[src/rtl/had_div_seq.sv]
// rtl/had_div_seq.sv - sequential 4-lane x 4-bit restoring Hadamard divider (optional HAD_DIV_REM_EN exposes remainders on port r)
module had_div_seq (
    input  logic        clk,
    input  logic        rst,
    input  logic        in_valid,
    output logic        in_ready,
    input  logic [15:0] x,
    input  logic [15:0] y,
    output logic        out_valid,
    input  logic        out_ready,
    output logic [15:0] z,
    output logic [3:0]  dz
`ifdef HAD_DIV_REM_EN
    ,
    output logic [15:0] r
`endif
);

    typedef enum logic [1:0] {
        S_IDLE = 2'd0,
        S_CALC = 2'd1,
        S_DONE = 2'd2
    } state_t;

    state_t      r_state;
    state_t      w_state_next;

    // Operands and per-lane working state. Nibble k of each word holds the
    // lane whose flag sits at dz[k], so the same slicing serves all words.
    logic [15:0] r_x;
    logic [15:0] r_y;
    logic [3:0]  r_dz_lat;
    logic [15:0] r_q;
    logic [15:0] r_rem;
    logic [1:0]  r_cnt;

    // Registered results; only written on the final CALC step.
    logic [15:0] r_z;
    logic [3:0]  r_dz;
`ifdef HAD_DIV_REM_EN
    logic [15:0] r_r;
`endif

    logic        w_accept;
    logic        w_last;
    logic [15:0] w_q_next;
    logic [15:0] w_rem_next;
    logic [3:0]  w_dz_in;

    assign w_accept = (r_state == S_IDLE) && in_valid;
    assign w_last   = (r_state == S_CALC) && (r_cnt == 2'd0);

    // Divide-by-zero flags of the incoming divisors, one per nibble.
    always_comb begin
        w_dz_in = 4'b0000;
        for (int k = 0; k < 4; k++) begin
            w_dz_in[k] = (y[4*k +: 4] == 4'h0);
        end
    end

    // One restoring-division step for every lane: bring down the next
    // dividend bit (MSB first), trial-subtract, and shift the quotient bit in.
    // A zero divisor always "fits", which yields q=F and rem=dividend for free.
    always_comb begin
        logic [3:0] v_nib;
        logic [4:0] v_p;
        logic [4:0] v_d;
        logic       v_qbit;
        w_q_next   = r_q;
        w_rem_next = r_rem;
        v_nib      = 4'h0;
        v_p        = 5'h00;
        v_d        = 5'h00;
        v_qbit     = 1'b0;
        for (int k = 0; k < 4; k++) begin
            v_nib  = r_x[4*k +: 4];
            v_p    = {r_rem[4*k +: 4], v_nib[r_cnt]};
            v_d    = {1'b0, r_y[4*k +: 4]};
            v_qbit = (v_p >= v_d);
            if (v_qbit) begin
                v_p = v_p - v_d;
            end
            // The remainder before the last step never exceeds the top three
            // dividend bits, so the 5-bit trial value always fits back in 4.
            w_rem_next[4*k +: 4] = v_p[3:0];
            w_q_next[4*k +: 4]   = {r_q[4*k +: 3], v_qbit};
        end
    end

    // FSM state register.
    always_ff @(posedge clk) begin
        if (rst) begin
            r_state <= S_IDLE;
        end else begin
            r_state <= w_state_next;
        end
    end

    // FSM next-state logic; no bypass from DONE straight into a new accept.
    always_comb begin
        w_state_next = r_state;
        case (r_state)
            S_IDLE: begin
                if (in_valid) begin
                    w_state_next = S_CALC;
                end
            end
            S_CALC: begin
                if (r_cnt == 2'd0) begin
                    w_state_next = S_DONE;
                end
            end
            S_DONE: begin
                if (out_ready) begin
                    w_state_next = S_IDLE;
                end
            end
            default: begin
                w_state_next = S_IDLE;
            end
        endcase
    end

    // FSM outputs: handshake flags decoded from the current state only.
    always_comb begin
        in_ready  = 1'b0;
        out_valid = 1'b0;
        case (r_state)
            S_IDLE:  in_ready  = 1'b1;
            S_DONE:  out_valid = 1'b1;
            default: begin
                in_ready  = 1'b0;
                out_valid = 1'b0;
            end
        endcase
    end

    // Working registers: load on accept, step once per CALC cycle.
    always_ff @(posedge clk) begin
        if (rst) begin
            r_x      <= 16'h0000;
            r_y      <= 16'h0000;
            r_dz_lat <= 4'b0000;
            r_q      <= 16'h0000;
            r_rem    <= 16'h0000;
            r_cnt    <= 2'd0;
        end else if (w_accept) begin
            r_x      <= x;
            r_y      <= y;
            r_dz_lat <= w_dz_in;
            r_q      <= 16'h0000;
            r_rem    <= 16'h0000;
            r_cnt    <= 2'd3;
        end else if (r_state == S_CALC) begin
            r_q      <= w_q_next;
            r_rem    <= w_rem_next;
            r_cnt    <= r_cnt - 2'd1;
        end
    end

    // Result registers: updated only on the transition into DONE so the
    // outputs never expose partial quotients and hold between operations.
    always_ff @(posedge clk) begin
        if (rst) begin
            r_z  <= 16'h0000;
            r_dz <= 4'b0000;
`ifdef HAD_DIV_REM_EN
            r_r  <= 16'h0000;
`endif
        end else if (w_last) begin
            r_z  <= w_q_next;
            r_dz <= r_dz_lat;
`ifdef HAD_DIV_REM_EN
            r_r  <= w_rem_next;
`endif
        end
    end

    assign z  = r_z;
    assign dz = r_dz;
`ifdef HAD_DIV_REM_EN
    assign r  = r_r;
`endif

endmodule

[config.mk]
export PLATFORM = sky130hd
export DESIGN_NAME = had_div_seq
export DESIGN_NICKNAME = d
export VERILOG_FILES = /design/src/rtl/had_div_seq.sv
export SDC_FILE = /design/constraint.sdc
export NUM_CORES = 1
export LEC_CHECK = 0
export BUFFER_PORTS_ARGS = -buffer_cell sky130_fd_sc_hd__buf_2
export CORE_MARGIN = 2
export CORE_UTILIZATION = 40
export CTS_BUF_LIST = sky130_fd_sc_hd__clkbuf_16
export DETAILED_ROUTE_END_ITERATION = 8
export GPL_ROUTABILITY_DRIVEN = 1
export PLACE_DENSITY = 0.65
export RECOVER_POWER = 100
export SETUP_SLACK_MARGIN = 0.1
export SYNTH_ARGS = -nofsm -noshare
export SYNTH_HDL_FRONTEND = slang
export SYNTH_SLANG_ARGS = --single-unit
[constraint.sdc]
create_clock -name clk -period 3 [get_ports clk]
set_input_delay 0 -clock clk [delete_from_list [all_inputs] [get_ports clk]]
set_output_delay 0 -clock clk [all_outputs]
set_load 0.05 [all_outputs]
==> results of run 1 <==
-- cell usage after synthesis, drive strengths merged (2+ instances only) --
cell and instances:
nand2 134, dfxtp 88, a21oi 81, inv 24
buf 20, nor2 20, ha 17, a211oi 12
clkbuf 10, o21ai 10, nand3 8, nand4 6
nor2b 6, fa 4, mux2i 4, mux4 4
nand2b 4, nor4 4, o31ai 4, xnor2 3
a22o 2, a41oi 2, and2 2, and2b 2
o21a 2, o221a 2, or4 2, xor2 2
-- worst max-delay path, cell delays in order, from the launching register on --
cell      delay [ns]
dfxtp_1         0.50
mux4_2          0.55
inv_1           0.08
ha_1            0.19
nor2b_1         0.08
o31ai_1         0.28
nor2b_1         0.23
clkbuf_1        0.25
mux2i_1         0.22
a21oi_1         0.08
-- layout make-up --
class	instances	area [um2]
inverters	24	90.1
multi-input cells	342	1960
flip-flops and latches	88	1760
well taps	133	166
fillers	968	4820
clock buffers	9	225
clock inverters	7	101
repair buffers	94	611
-- logic make-up after synthesis --
kind of cell	synth area share
and+or+nand+nor	0.209
AOI/OAI and AO/OA	0.166
DFF	0.443
buffers and inverters	0.0619
adders and majority gates	0.0736
muxes	0.0355
xor gates and xnor gates	0.0110
-- metrics by stage --
stage               total power, mW  worst slack (ns)  utilization  hold slack, ns
floorplan                      1.75             0.764            -           0.136
finish                         3.10             0.423        0.505           0.145
global placement               1.85             0.686        0.443           0.242
detailed placement             1.87             0.578        0.443           0.249
global route                   3.25             0.211        0.505           0.175
CTS                            3.13             0.554        0.510           0.151
-- report_power, final --
group          internal [mW]  switching (mW)
Combinational          0.234           0.349
Clock                  0.739           0.493
Sequential              1.23          0.0512
-- repair_timing --
action                                  in CTS  in global routing
buffers inserted                             0                  0
endpoints found under the setup margin       0                  0
endpoints found under the hold margin       35                  0
hold buffers                                33                  0
-- state kept, by name, indices dropped and copies added, names as in the netlist --
name,flops
r_q,12
r_state,2
r_cnt,2
r_dz_lat,4
r_y,16
z,16
r_rem,16
r_x,16
dz,4
-- layer usage --
layer	track usage	wire [um]
met1	0.216	4090
met2	0.325	4810
met3	0.0396	322
met4	0.0656	199
met5	0	0
-- path summary, 6_finish.rpt --
path	start	to	slack, ns
hold reg to reg	r_x[3]	r_x[3]	0.45
setup reg to reg	r_cnt[0]	r_rem[2]	0.42
hold / removal	rst	r_x[11]	0.14
setup / recovery	r_cnt[0]	r_rem[2]	0.42
==> metrics, run 1 <==
H-tree depth 3; sum of overflow across all layers after global routing 0; Longest Clk Path Bufs 2; count of boundary I/O pins 58; worst-path fanout max 6; clock transition time at the flip-flop clock pins of the worst setup and hold paths 0.06 ns; highest-count cells in the layout ignoring fill and taps nand2_1, dfxtp_1, a21oi_1; class of the most critical setup path reg -> reg; I/O Buffers 57; synth top area cells dfxtp_1, nand2_1, a21oi_1, ha_1, a211oi_1; Synth top area share 0.443; maxcap violations 0; antenna violations before repair 0; cells on worst reg2reg path 9; setup repair after global routing missed its margin no; layout cell share with drive strength beyond 1 0.108; critical path startpoint category flop; latest clock arrival within the worst-skew pair approximately 0.34 ns; vias in the first global route between 3000 and 4000; chip width 104 um; final design instance area without fill roughly 4900 um2; RD Place Congestion 0.889; DIE AREA approximately 11000 um2; transition time at the pin with the least slew margin ~1.4 ns; remaining antenna violation count after routing 0; Avg Synthesized Cell Area between 8 and 9 um2; synth warn 0; via-per-instance ratio around 5.0; flip-flop and latch count after synthesis 88; Synth Instances 484; Worst EP arrival ~2.8 ns; Iteration-0 DRC Markers 167; leakage power ~1.8 nW; Syn Nets 541; GRT Resource Usage Total 0.182; DRC violation count after routing 0; slew margin rel. 0.0850; wire length of the first global-routing pass 16.0 mm; Power Dens Cells about 630 nW/um2; synth-to-layout area growth 23.4%; most area-hungry cell type in the Yosys netlist dfxtp_1; leading register cell type out of synthesis dfxtp_1; Routed Wire Length 9.43 mm; period utilization 0.859; core box area a little under 10000 um2; Inserted Clock Buffers 9; Max VDD drop roughly 0.32 mV; Hold Path Class in -> reg; post-synthesis instance area between 3000 and 4000 um2; Final TNS setup 0 ns; skew final approximately 0.0073 ns; starting utilization of the core area 0.409; final worst path period need ~2.6 ns; final routed wire length divided by cell count roughly 14 um; placed cell area 4310 um2; clock root cell clkbuf_16; DR vias approximately 3500; filler-free cell count of the finished design between 600 and 700; Final #Nets 616; maximum number of pins on one net before global-route repair 41; Max Slew Vio Count 0; count of flip-flops with a built-in enable after synthesis 0; hold path cells 2; Distinct cells, synth a little over 40; number of search-and-repair iterations in the first detailed-routing pass 4; result of the run complete, no violations; total setup violations reported at the end of the flow 0; endpoint type of the worst setup path flop; Crit path required time about 3.2 ns; share of flip-flops with an asynchronous set or reset 0; sinks on the clock net 88; CTS tree done; Vert. Die Dim 104 um; Max Clock Freq about 390 MHz; number of endpoints with negative hold slack in the final report 0; std cell rows 36; sequential element share of the synthesized area 0.443; Antenna Diode Count 0; DP Wirelength 6.49 mm; most common cell after layout, fill and taps aside nand2_1; number of instances in the placed design 648; Resize count post-CTS 0
Power figures use the tool's default switching activity.
==> run 2, diff against run 1 <==
--- a/config.mk
+++ b/config.mk
@@ -7,11 +7,11 @@
 export LEC_CHECK = 0
 export BUFFER_PORTS_ARGS = -buffer_cell sky130_fd_sc_hd__buf_2
 export CORE_MARGIN = 2
-export CORE_UTILIZATION = 40
+export CORE_UTILIZATION = 50
 export CTS_BUF_LIST = sky130_fd_sc_hd__clkbuf_16
 export DETAILED_ROUTE_END_ITERATION = 8
 export GPL_ROUTABILITY_DRIVEN = 1
-export PLACE_DENSITY = 0.65
+export PLACE_DENSITY = 0.77
 export RECOVER_POWER = 100
 export SETUP_SLACK_MARGIN = 0.1
 export SYNTH_ARGS = -nofsm -noshare
==> run 2 against run 1 <==
Effect of this change:
- combinational power grew 2%
- final cell count shrank 4.3%
- critical path depth is the same
- register-to-register slack gained 0.06 ns
- setup slack gained 0.059 ns
- die area shrank 19%
- clock power shrank 14%
- clock skew grew 0.0037 ns
- final area shrank 1.5%
- largest power group unchanged
==> metrics, run 2 (synthesized netlist as in run 1, its figures left out) <==
result of the run complete, no violations; remaining antenna violation count after routing 0; worst-path cell with the longest stage delay mux4_2; Iteration-0 DRC Markers 134; via-per-instance ratio between 5 and 6; Final #Nets roughly 620; series of cell instances along the critical path mux4_2, inv_1, ha_1, nor2b_1, o31ai_1, nor2b_1, buf_4, mux2_2, a21oi_1; number of endpoints with negative hold slack in the final report 0; net switching fraction of the power 0.304; vias in the first global route around 3500; core occupancy in the finished layout 0.626; Crit path required time 3.27 ns; Hold Path Class in -> reg; period utilization 0.839; Buf/Inv on CP 2; synth-to-layout area growth 21.6%; wire length of the first global-routing pass 16.0 mm; critical path startpoint category flop; endpoint type of the worst setup path flop; fraction of met1 tracks used by global routing 0.281; std cell rows 32; latest clock arrival within the worst-skew pair 0.34 ns; Max Slew Vio Count 0; clock root cell clkbuf_16; cell seen most often among critical-path stages nor2b_1; Longest Clk Path Bufs 2; number of search-and-repair iterations in the first detailed-routing pass 4; Routed Wire Length 9.58 mm; skew final about 0.011 ns; core box area approximately 7700 um2; sum of overflow across all layers after global routing 0; DIE AREA ~8700 um2; Antenna Diode Count 0; I/O Buffers 57; Resize count post-CTS 0; Max VDD drop about 0.43 mV; count of boundary I/O pins 58; antenna violations before repair 0; met3 track demand over resource in global routing 0.0492; most common cell after layout, fill and taps aside nand2_1; transition time at the pin with the least slew margin roughly 1.2 ns; final routed wire length divided by cell count between 10 and 15 um; Top delay family on crit path multiplexers; Final TNS setup 0 ns; leakage power ~1.8 nW; maxcap violations 0; Logic pwr share 0.203; routing usage on met2 0.411; RD Place Congestion around 0.9; setup slack after placement roughly 0.52 ns; internal portion of total power 2.05 mW; layout cell share with drive strength beyond 1 0.110; final worst path period need between 2 and 3 ns; chip width just over 90 um; sinks on the clock net approximately 90; DR vias about 3600; setup slack after layout 0.482 ns; starting utilization of the core area 0.515; setup repair after global routing missed its margin no; busiest metal layer after global routing met2; H-tree depth 3; net load switching power a little under 900 uW; relative contribution of sequential cells to total power 0.437; Worst path max stage delay around 0.54 ns; GRT Resource Usage Total 0.232; number of fill cells in the layout 640; Worst EP arrival between 2 and 3 ns; Power Dens Cells between 600 and 700 nW/um2; worst-path fanout max 7; Clock power frac 0.360; Max Clock Freq around 400 MHz; class of the most critical setup path reg -> reg; clock transition time at the flip-flop clock pins of the worst setup and hold paths 0.07 ns; maximum number of pins on one net before global-route repair 63; total setup violations reported at the end of the flow 0; slew margin rel. 0.179; highest-count cells in the layout ignoring fill and taps nand2_1, dfxtp_1, a21oi_1; DP Wirelength between 6 and 7 mm; DRC violation count after routing 0; Inserted Clock Buffers 9; Vert. Die Dim ~93 um; CTS tree done
## run 2: changes by cell type in the layout (fill, tap and decap cells not counted)
cell        before  now
bufinv_16        2    0
clkinvlp_4       2    3
inv_8            0    1
buf_4            2    3
## run 2: cell type report
cell class	instances	area [um2]	area share
Tap cell	102	128	0.0264
Inverter	24	90.1	0.0186
Clock inverter	7	60.1	0.0124
Multi-Input combinational cell	342	1960	0.404
Sequential cell	88	1760	0.364
Clock buffer	9	225	0.0465
Timing Repair Buffer	95	618	0.128
## run 2: metal layers
| layer | up-vias | wire length [um] |
|---|---|---|
| met5 | - | 0 |
| met2 | 69 | 4850 |
| met1 | 1697 | 4180 |
| met4 | 0 | 170 |
| li1 | 1789 | - |
| met3 | 15 | 378 |
## run 2: stage by stage
step | power, mW | hold WS (ns) | instances | instance area [um2]
finish | 2.94 | 0.258 | 667 | 4840
global route | 3.09 | 0.311 | 667 | 4840
CTS | 2.96 | 0.137 | 667 | 4890
detailed placement | 1.87 | 0.250 | 618 | 4270
global placement | 1.85 | 0.241 | 618 | 4270
floorplan | 1.75 | 0.136 | 484 | 3980
## run 2: power by group through the flow
| stage | Clock, mW | Sequential, mW | Combinational, mW |
|---|---|---|---|
| after floorplan | 0 | 1.31 | 0.437 |
| after global placement | 0 | 1.31 | 0.542 |
| after detailed placement | 0 | 1.31 | 0.564 |
| after CTS | 1.08 | 1.28 | 0.602 |
| after global routing | 1.13 | 1.29 | 0.667 |
| final | 1.06 | 1.28 | 0.596 |
## run 2: worst reg2reg max path: stages, from the launching register on
cell	delay, ns
dfxtp_1	0.51
mux4_2	0.54
inv_1	0.08
ha_1	0.18
nor2b_1	0.07
o31ai_1	0.25
nor2b_1	0.17
buf_4	0.17
mux2_2	0.33
a21oi_1	0.14
## run 2: final timing paths
path                                   from         end  slack (ns)  cells past startpoint
worst max-delay path               r_cnt[0]    r_rem[0]        0.48                      9
worst min-delay path               in_valid  r_state[0]        0.26                      3
worst max register to register     r_cnt[0]    r_rem[0]        0.48                      9
worst min register to register  r_dz_lat[3]       dz[3]        0.45                      2
## run 2: timing repair
action	in CTS	in global routing
buffers inserted	0	0
hold buffers	33	0
endpoints found under the hold margin	35	0
